<file path="src/rtl/frogger_pkg.sv">
// Shared types, HID keycodes and the key-to-direction map for the frog move path.
package frogger_pkg;

   typedef enum logic [1:0] {
      DIR_UP    = 2'd0,
      DIR_DOWN  = 2'd1,
      DIR_LEFT  = 2'd2,
      DIR_RIGHT = 2'd3
   } dir_t;

   typedef struct packed {
      logic hit;
      dir_t dir;
   } key_map_t;

   localparam logic [7:0] KC_ROLLOVER = 8'h01;
   localparam logic [7:0] KC_A        = 8'h04;
   localparam logic [7:0] KC_D        = 8'h07;
   localparam logic [7:0] KC_S        = 8'h16;
   localparam logic [7:0] KC_W        = 8'h1A;
   localparam logic [7:0] KC_SPACE    = 8'h2C;
   localparam logic [7:0] KC_RIGHT    = 8'h4F;
   localparam logic [7:0] KC_LEFT     = 8'h50;
   localparam logic [7:0] KC_DOWN     = 8'h51;
   localparam logic [7:0] KC_UP       = 8'h52;

   // WASD and the arrow keys both steer the frog; anything else is not a move.
   function automatic key_map_t map_key(input logic [7:0] code);
      key_map_t m;
      m.hit = 1'b1;
      m.dir = DIR_UP;
      case (code)
         KC_W, KC_UP:    m.dir = DIR_UP;
         KC_S, KC_DOWN:  m.dir = DIR_DOWN;
         KC_A, KC_LEFT:  m.dir = DIR_LEFT;
         KC_D, KC_RIGHT: m.dir = DIR_RIGHT;
         default:        m.hit = 1'b0;
      endcase
      return m;
   endfunction

endpackage

</file>
<file path="src/rtl/move_fifo.sv">
// Small power-of-two FIFO of frog directions with occupancy count and a sticky
// overflow flag. A push into a full FIFO is accepted only if a pop frees a slot
// in the same cycle; otherwise it is dropped and flagged.
module move_fifo
   import frogger_pkg::*;
#(
   parameter int DEPTH = 4
) (
   input  logic                   clk,
   input  logic                   reset,
   input  logic                   push,
   input  dir_t                   push_dir,
   input  logic                   pop,
   output logic                   valid,
   output dir_t                   head,
   output logic [$clog2(DEPTH):0] count,
   output logic                   overflow
);

   localparam int AW = $clog2(DEPTH);
   localparam int CW = AW + 1;

   dir_t          mem [DEPTH];
   logic [AW-1:0] wr_ptr;
   logic [AW-1:0] rd_ptr;
   logic          full;
   logic          do_pop;
   logic          do_push;

   assign full    = (count == CW'(DEPTH));
   assign do_pop  = pop && (count != '0);
   assign do_push = push && (!full || do_pop);
   assign valid   = (count != '0);
   assign head    = mem[rd_ptr];

   // Storage, wrapping pointers, occupancy and the sticky drop flag.
   always_ff @(posedge clk) begin
      if (reset) begin
         wr_ptr   <= '0;
         rd_ptr   <= '0;
         count    <= '0;
         overflow <= 1'b0;
         for (int i = 0; i < DEPTH; i++) mem[i] <= DIR_UP;
      end else begin
         if (do_push) begin
            mem[wr_ptr] <= push_dir;
            wr_ptr      <= wr_ptr + 1'b1;
         end
         if (do_pop) rd_ptr <= rd_ptr + 1'b1;
         case ({do_push, do_pop})
            2'b10:   count <= count + 1'b1;
            2'b01:   count <= count - 1'b1;
            default: count <= count;
         endcase
         if (push && !do_push) overflow <= 1'b1;
      end
   end

endmodule

</file>
<file path="src/rtl/frog_move_decoder.sv">
// Samples the NIOS keycode export once per frame (falling VGA_VS), turns new
// key presses into frog moves queued in move_fifo, and pulses pause_toggle on a
// new space press. Optional held-key autorepeat: FROGGER_AUTOREPEAT_EN.
module frog_move_decoder
   import frogger_pkg::*;
#(
   parameter int DEPTH        = 4,
   parameter int REPEAT_DELAY = 20,
   parameter int REPEAT_RATE  = 6
) (
   input  logic                   Clk,
   input  logic                   Reset,
   input  logic [15:0]            keycode,
   input  logic                   frame_vs,
   output logic                   move_valid,
   output logic [1:0]             move_dir,
   input  logic                   move_ready,
   output logic                   pause_toggle,
   output logic [$clog2(DEPTH):0] fifo_count,
   output logic                   overflow
);

   logic        vs_s1, vs_s2, vs_d;
   logic        tick;
   logic        rollover;
   logic        decode_en;
   logic [15:0] cur_sample;
   logic [15:0] prev_sample;
   key_map_t    m0, m1;
   logic        new0, new1;
   logic        press_hit;
   dir_t        press_dir;
   logic        rep_fire;
   dir_t        rep_dir_out;
   logic        push;
   dir_t        push_dir;
   dir_t        head;

   assign tick     = vs_d && !vs_s2;
   assign rollover = (keycode[7:0] == KC_ROLLOVER) || (keycode[15:8] == KC_ROLLOVER);

   // Bring the asynchronous VS into the Clk domain and keep one stage for edge detect.
   always_ff @(posedge Clk) begin
      if (Reset) begin
         vs_s1 <= 1'b1;
         vs_s2 <= 1'b1;
         vs_d  <= 1'b1;
      end else begin
         vs_s1 <= frame_vs;
         vs_s2 <= vs_s1;
         vs_d  <= vs_s2;
      end
   end

   // Capture the keycode on a tick; a rollover sample never reaches decode.
   always_ff @(posedge Clk) begin
      if (Reset) begin
         cur_sample  <= '0;
         prev_sample <= '0;
         decode_en   <= 1'b0;
      end else begin
         decode_en <= tick && !rollover;
         if (tick) cur_sample <= keycode;
         if (decode_en) prev_sample <= cur_sample;
      end
   end

   // New-press decode with slot0 priority; at most one move per frame.
   always_comb begin
      m0 = map_key(cur_sample[7:0]);
      m1 = map_key(cur_sample[15:8]);
      new0 = (cur_sample[7:0] != 8'h00) && (cur_sample[7:0] != prev_sample[7:0])
             && (cur_sample[7:0] != prev_sample[15:8]);
      new1 = (cur_sample[15:8] != 8'h00) && (cur_sample[15:8] != prev_sample[7:0])
             && (cur_sample[15:8] != prev_sample[15:8]);
      press_hit = 1'b0;
      press_dir = DIR_UP;
      if (new0 && m0.hit) begin
         press_hit = 1'b1;
         press_dir = m0.dir;
      end else if (new1 && m1.hit) begin
         press_hit = 1'b1;
         press_dir = m1.dir;
      end
      pause_toggle = decode_en && ((new0 && cur_sample[7:0] == KC_SPACE) ||
                                   (new1 && cur_sample[15:8] == KC_SPACE));
      push     = decode_en && (press_hit || rep_fire);
      push_dir = press_hit ? press_dir : rep_dir_out;
   end

`ifdef FROGGER_AUTOREPEAT_EN
   localparam int RCW = $clog2(REPEAT_DELAY + REPEAT_RATE + 1);

   key_map_t       pm0, pm1;
   logic           held_hit;
   dir_t           held_dir;
   dir_t           rep_dir;
   logic [RCW-1:0] rep_cnt, rep_nxt;

   // Find the held direction and the frame count it would reach this tick.
   always_comb begin
      pm0      = map_key(prev_sample[7:0]);
      pm1      = map_key(prev_sample[15:8]);
      held_hit = 1'b0;
      held_dir = DIR_UP;
      if (m0.hit && ((pm0.hit && pm0.dir == m0.dir) || (pm1.hit && pm1.dir == m0.dir))) begin
         held_hit = 1'b1;
         held_dir = m0.dir;
      end else if (m1.hit && ((pm0.hit && pm0.dir == m1.dir) || (pm1.hit && pm1.dir == m1.dir))) begin
         held_hit = 1'b1;
         held_dir = m1.dir;
      end
      rep_nxt = '0;
      if (held_hit) rep_nxt = (rep_cnt != '0 && held_dir == rep_dir) ? rep_cnt + 1'b1 : RCW'(1);
      rep_fire    = held_hit && (rep_nxt == RCW'(REPEAT_DELAY) ||
                                 rep_nxt == RCW'(REPEAT_DELAY + REPEAT_RATE));
      rep_dir_out = held_dir;
   end

   // Count held frames; after the first repeat the count folds back every REPEAT_RATE.
   always_ff @(posedge Clk) begin
      if (Reset) begin
         rep_cnt <= '0;
         rep_dir <= DIR_UP;
      end else if (decode_en) begin
         rep_cnt <= (rep_nxt == RCW'(REPEAT_DELAY + REPEAT_RATE)) ? RCW'(REPEAT_DELAY) : rep_nxt;
         if (held_hit) rep_dir <= held_dir;
      end
   end
`else
   localparam int unused_repeat_cfg = REPEAT_DELAY + REPEAT_RATE;
   assign rep_fire    = 1'b0;
   assign rep_dir_out = DIR_UP;
`endif

   move_fifo #(.DEPTH(DEPTH)) u_fifo (
      .clk      (Clk),
      .reset    (Reset),
      .push     (push),
      .push_dir (push_dir),
      .pop      (move_ready),
      .valid    (move_valid),
      .head     (head),
      .count    (fifo_count),
      .overflow (overflow)
   );

   assign move_dir = head;

endmodule

</file>
<file path="config.mk">
export PLATFORM = sky130hd
export DESIGN_NAME = frog_move_decoder
export DESIGN_NICKNAME = d
export VERILOG_FILES = /design/src/rtl/frogger_pkg.sv /design/src/rtl/move_fifo.sv /design/src/rtl/frog_move_decoder.sv
export SDC_FILE = /design/constraint.sdc
export NUM_CORES = 1
export LEC_CHECK = 0
export BUFFER_PORTS_ARGS = -buffer_cell sky130_fd_sc_hd__buf_2
export CORE_UTILIZATION = 50
export CTS_CLUSTER_SIZE = 24
export DETAILED_ROUTE_END_ITERATION = 16
export GPL_TIMING_DRIVEN = 0
export MAX_ROUTING_LAYER = met4
export PLACE_DENSITY = 0.74
export SLEW_MARGIN = 40
export SYNTH_ARGS = -nofsm -noshare
export SYNTH_HDL_FRONTEND = slang
export SYNTH_HIERARCHICAL = 1
export SYNTH_SLANG_ARGS = --single-unit
</file>
<file path="constraint.sdc">
create_clock -name Clk -period 3.8 [get_ports Clk]
set_input_delay 0.38 -clock Clk [delete_from_list [all_inputs] [get_ports Clk]]
set_output_delay 0.38 -clock Clk [all_outputs]
set_load 0.005 [all_outputs]
</file>
-- Word level (Yosys, flattened, before mapping)
Memories as Yosys holds them, arrays and structs flattened. A register that Yosys moved wholly into a read port is not among the register bits.
Index checks and enable logic that the tools add are counted.
- memory bits (writable): 8
- register bits: 44
- logic and storage cells: 97
- bits of input ports: 20
- memories: 1
- output and inout bits: 8
- equality and inequality tests: 27
- reduce and logical (&&, ||, !) cells: 35
- add/subtract/negate cells: 4
- multiplexer cells: 20
- memory list (name ; words ; width ; read ports ; clocked after memory_dff ; write ports ; RTL line ; RTL):
    u_fifo.mem ; 4 ; 2 ; 1 ; 1 ; 4 ; move_fifo.sv:23 ; dir_t mem [DEPTH];
- operators with widths (cell ; number):
    8-bit by 7-bit equality test with 1-bit output, second input constant ; 8
    8-bit by 3-bit equality test with 1-bit output, second input constant ; 4
    8-bit by 5-bit equality test with 1-bit output, second input constant ; 4
    8-bit inequality test ; 4
    8-bit by 1-bit equality test with 1-bit output, second input constant ; 2
    8-bit by 6-bit equality test with 1-bit output, second input constant ; 2
    8-bit nonzero test ; 2
    8-bit OR reduction ; 2
    1-bit logical AND ; 15
    2-bit 2-to-1 mux ; 7
    2-bit OR reduction ; 7
    2-bit one-hot mux with 3 select lines ; 2
    1-bit 2-to-1 mux ; 10
    3-bit one-hot mux with 2 select lines ; 1
    2-bit by 1-bit adder with 2-bit output, second input constant ; 2
    1-bit logical NOT ; 4
    3-bit by 1-bit adder with 3-bit output, second input constant ; 1
    3-bit equality test, second input constant ; 1
    1-bit logical OR ; 3
    3-bit nonzero test ; 1
    3-bit by 1-bit subtractor with 3-bit output, second input constant ; 1
    2-bit by 1-bit equality test with 1-bit output, second input constant ; 1
    2-bit equality test, second input constant ; 1
    2-bit nonzero test ; 1

-- Logic depth before layout (Yosys ltp)
- word-level depth: 13
- depth in mapped cells: 13
- gate-level depth less buffers: 12

-- Hierarchy
The synthesis kept the hierarchy.
- modules (own cells, without submodules) (module ; sequential area each (sq um) ; area an instance (sq um) ; times used ; cells an instance):
    frog_move_decoder ; 720.7 ; 2194.6 ; 1 ; 260
    move_fifo ; 440.4 ; 817.0 ; 1 ; 73

-- Worst setup path before layout
OpenSTA, ideal clock, no wires.
- path kind: register to register
- start point: register cur_sample[3]
- end point: register u_fifo.count[2]
- cell stages (with the launch flop): 14
- data required time: 3.729 ns
- buffers on the path: 1
- path slack: 1.048 ns
- clock period less this slack: 2.752 ns
- arrival: 2.682 ns
- library setup time: 0.071 ns
- cell sequence: dfxtp_1 buf_2 xor2_1 nor4_2 a21boi_1 o211a_1 o21a_1 nand2_4 ha_1 inv_1 fa_1 xor2_1 or3_1 a21oi_1
- longest elaborated chain between the ends: 9
- elaborated cells on any way between the ends: 23
- classes of those cells: eq/ne (12); mux (3); reduce/logical (8)
- RTL lines (what ; RTL line ; RTL):
    from (decl) ; frog_move_decoder.sv:27 ; logic [15:0] cur_sample;
    from (signal assigned) ; frog_move_decoder.sv:63 ; if (tick) cur_sample <= keycode;
    8-bit by 3-bit equality test with 1-bit output, or another cell as far along ; frogger_pkg.sv:32 ; case (code)
    8-bit OR reduction (no line) / 1-bit logical AND (equally long branches) ; - ;
    1-bit 2-to-1 mux / 1-bit logical AND (equally long branches) ; frogger_pkg.sv:32, frog_move_decoder.sv:73 ;
    1-bit logical AND * ; frog_move_decoder.sv:78 ; if (new0 && m0.hit) begin
    1-bit 2-to-1 mux * ; frog_move_decoder.sv:78 ;
    1-bit logical AND * ; frog_move_decoder.sv:87 ; push = decode_en && (press_hit || rep_fire);
    via push ; frog_move_decoder.sv:35 ; logic push;
    1-bit logical AND * ; move_fifo.sv:32 ; assign do_push = push && (!full || do_pop);
    2-bit by 1-bit equality test with 1-bit output / 2-bit equality test (equally long branches) ; move_fifo.sv:50 ; case ({do_push, do_pop})
    3-bit one-hot mux with 2 select lines / 2-bit nonzero test (equally long branches) ; - ;
    to (signal assigned) ; move_fifo.sv:51 ; 2'b10: count <= count + 1'b1;
    to (signal assigned) ; move_fifo.sv:52 ; 2'b01: count <= count - 1'b1;
    to (signal assigned) ; move_fifo.sv:53 ; default: count <= count;
    to (decl) ; move_fifo.sv:16 ; output logic [$clog2(DEPTH):0] count,
The timed path passes the listed nets; every way through them passes the cells marked *.
A chain may end at the register's enable or synchronous reset.

-- Final worst setup path
- start point: register cur_sample[7]
- end point: register u_fifo.count[2]
The elaborated chain is that of the path after synthesis.

==> metrics <==
r2r endpoint u_fifo/count[2]$_SDFFE_PP0P_; R2R depth 13; Max Clock Skew 0.00923 ns; Worst EP required 4.04 ns; CTS tree yes; layout cells sized above 1 19.6%; Async SR Flop Fraction 0%; Reg area 1160 µm²; Crit Path Max Fanout 6; Slew Limit Headroom 55.0%; first-pass GRT wire length 10.5 mm; Tcrit/Tclk final 81.3%; Power Density 310 nW/µm²; sequential share of the synthesized area 38.6%; multi-input logic area 1670 µm²; # setup viols final 0; largest net degree at the start of global routing 17; r2r setup slk 0.71 ns; Mean Syn Cell Area 9.04 µm²; Final HPWL DP 4.51 mm; commonest non-fill, non-tap cells in the layout dfxtp_1, nand2_1, nor2_1; CP startpoint kind flop; FILL cells 504; WL final 6.10 mm; Congestion Overflow GR 0; drt pass-1 iters 4; all-layer global routing usage 21.8%; input/output buffers 27; initial antenna violation count 0; GR Layer Usage met3 2.74%; synthesized instance count 333; maxcap violations 0; Yosys Warn Count 6; max-slew violations 0; RR Startpoint cur_sample[7]$_SDFFE_PP0P_; setup TNS 0 ns; Initial Util 53.4%; placed instance count 432; Resized cells post-CTS 0; CTS H-Tree Depth 2; status complete, no violations; area grow syn2layout 10.3%; total CTS buffers 5; top-area cell type share of the netlist area 30.6%; crit end category flop; Core ar. 5640 µm²; worst slew pin tran 0.675 ns; DIE HEIGHT 79.6 µm; non-filler cells, final 440; Synth Flop Type dfxtp_1; vias in the first global route 2261; commonest non-fill, non-tap cell in the layout dfxtp_1; Detailed Route Iter0 Violations 164; RSZ-0062 raised after global routing false; Hold Crit Class in -> reg; met1 usage 29.8%; Post-DRT Antenna Nets 0; grt peak-use layer met2; Post-Syn Nets 355; synth top area cells dfxtp_1, edfxtp_1, xor2_1; maximum buffer depth of the clock tree 2; nets 389; die width 79.6 µm; Clock Sinks 54; kind of critical path reg -> reg; register bit total from synthesis 54; CP Data Arrival Time 3.33 ns; CTS Hold Bufs 0; Max Fclk 324 MHz; I/O pins 28; post-synth cell types 62; wire per inst 13.9 µm; Avg Vias per Cell 5.56; area leader, netlist dfxtp_1; final hold viol count 0; maximum vdd ir drop 218 µV; WHS Path Cells 2; routability cong. 0.819; M2 GR Usage 32.6%; Worst Hold End vs_s1$_SDFF_PP1_; Remaining DRCs 0; min-delay src frame_vs; Pleak 1.28 nW; worst skew pair latency 0.31 ns; clk slew on worst S/H paths 0.10 ns; Root Buffer clkbuf_8; row count 27; Post-Syn Area 3010 µm²; Antenna Cells 0; Final min period 3.09 ns; total number of vias 2446; Post-CTS Setup Bufs 0; EDFF count, synth 8; DIE AREA 6340 µm²
[metal layers]
metal | share of wire [%] | wire (µm) | up-vias
li1 | - | - | 1227
met1 | 48 | 2920 | 1140
met2 | 46 | 2780 | 68
met3 | 4.6 | 283 | 11
met4 | 1.9 | 116 | 0
met5 | 0 | 0 | -
[final cells by class]
type / count / area share, %
plain buffers: 28 / 4.71
clock buffers: 5 / 2.07
clock inverters: 3 / 0.490
inverters: 6 / 0.678
multi-input cells: 245 / 50.3
flip-flops and latches: 54 / 35.0
well taps: 72 / 2.71
repair buffers: 27 / 4.07
[worst max-delay path: stages (launching register included)]
cell and delay, ns:
dfxtp_1 0.32, clkbuf_1 0.29, xor2_1 0.13, nor4_2 0.35, a21boi_1 0.17, o211a_1 0.17
o21a_1 0.25, nand2_4 0.11, ha_1 0.19, inv_1 0.06, fa_1 0.37, xor2_1 0.16
or3_1 0.30, a21oi_1 0.13
[sequential cells by signal (all words and copies together), names as in the netlist, named ones only]
signal           flops
prev_sample         16
vs_s1                1
u_fifo/overflow      1
u_fifo/count         3
decode_en            1
u_fifo/wr_ptr        2
vs_s2                1
u_fifo/mem           8
cur_sample          16
u_fifo/rd_ptr        2
vs_d                 1
[how the worst max path moves through the flow]
stage	from	endpoint	slack (ns)
after floorplan	cur_sample[3]$_SDFFE_PP0P_	u_fifo/count[2]$_SDFFE_PP0P_	1.05
after global placement	cur_sample[7]$_SDFFE_PP0P_	u_fifo/count[2]$_SDFFE_PP0P_	0.79
after detailed placement	cur_sample[7]$_SDFFE_PP0P_	u_fifo/count[2]$_SDFFE_PP0P_	0.78
after CTS	cur_sample[7]$_SDFFE_PP0P_	u_fifo/count[2]$_SDFFE_PP0P_	0.73
after global routing	cur_sample[7]$_SDFFE_PP0P_	u_fifo/count[2]$_SDFFE_PP0P_	0.52
final	cur_sample[7]$_SDFFE_PP0P_	u_fifo/count[2]$_SDFFE_PP0P_	0.71
[cells by family after synthesis]
kind of cell	share of synthesized area, %
compound gates	10.3
xor+xnor	11.3
fa+ha+maj	1.08
buf+inv	5.94
flops	38.6
mux	7.64
simple gates	25.2
[cells in the mapped netlist, types with 2 or more instances]
cell / number
nand4_1: 6
nand2_1: 39
nor4b_1: 6
nand3b_1: 2
nor4_2: 4
inv_1: 6
nand4b_1: 3
mux2i_1: 17
nor4_1: 3
nor2_1: 37
buf_2: 8
a211o_1: 2
or3_1: 4
buf_4: 3
nor2b_1: 2
clkbuf_1: 13
or2_2: 4
and4b_1: 2
o21ai_0: 4
a21oi_1: 23
edfxtp_1: 8
dfxtp_1: 46
xnor2_1: 19
buf_6: 4
mux4_2: 2
a21boi_1: 2
nand2b_1: 3
nor3_1: 6
xor2_1: 20
nand3_1: 3
[power breakdown]
part	internal, mW	switching, mW	leakage [nW]	total [mW]
Clock	0.127	0.188	0.0432	0.315
Sequential	0.589	0.00459	0.455	0.594
Combinational	0.0504	0.0713	0.786	0.122
Total	0.766	0.264	1.28	1.03
[per-stage QoR]
stage               power [mW]  setup slack [ns]  instance area [µm²]  utilization, %  hold slack, ns
CTS                       1.03             0.733                 3320            58.9           0.253
global placement         0.724             0.788                 3240            57.4           0.399
detailed placement       0.727             0.781                 3240            57.4           0.404
floorplan                0.694              1.05                 3010               -           0.389
global route              1.07             0.516                 3320            58.9           0.251
finish                    1.03             0.710                 3320            58.9           0.254
Note: power is estimated with default switching activity, not from simulation.
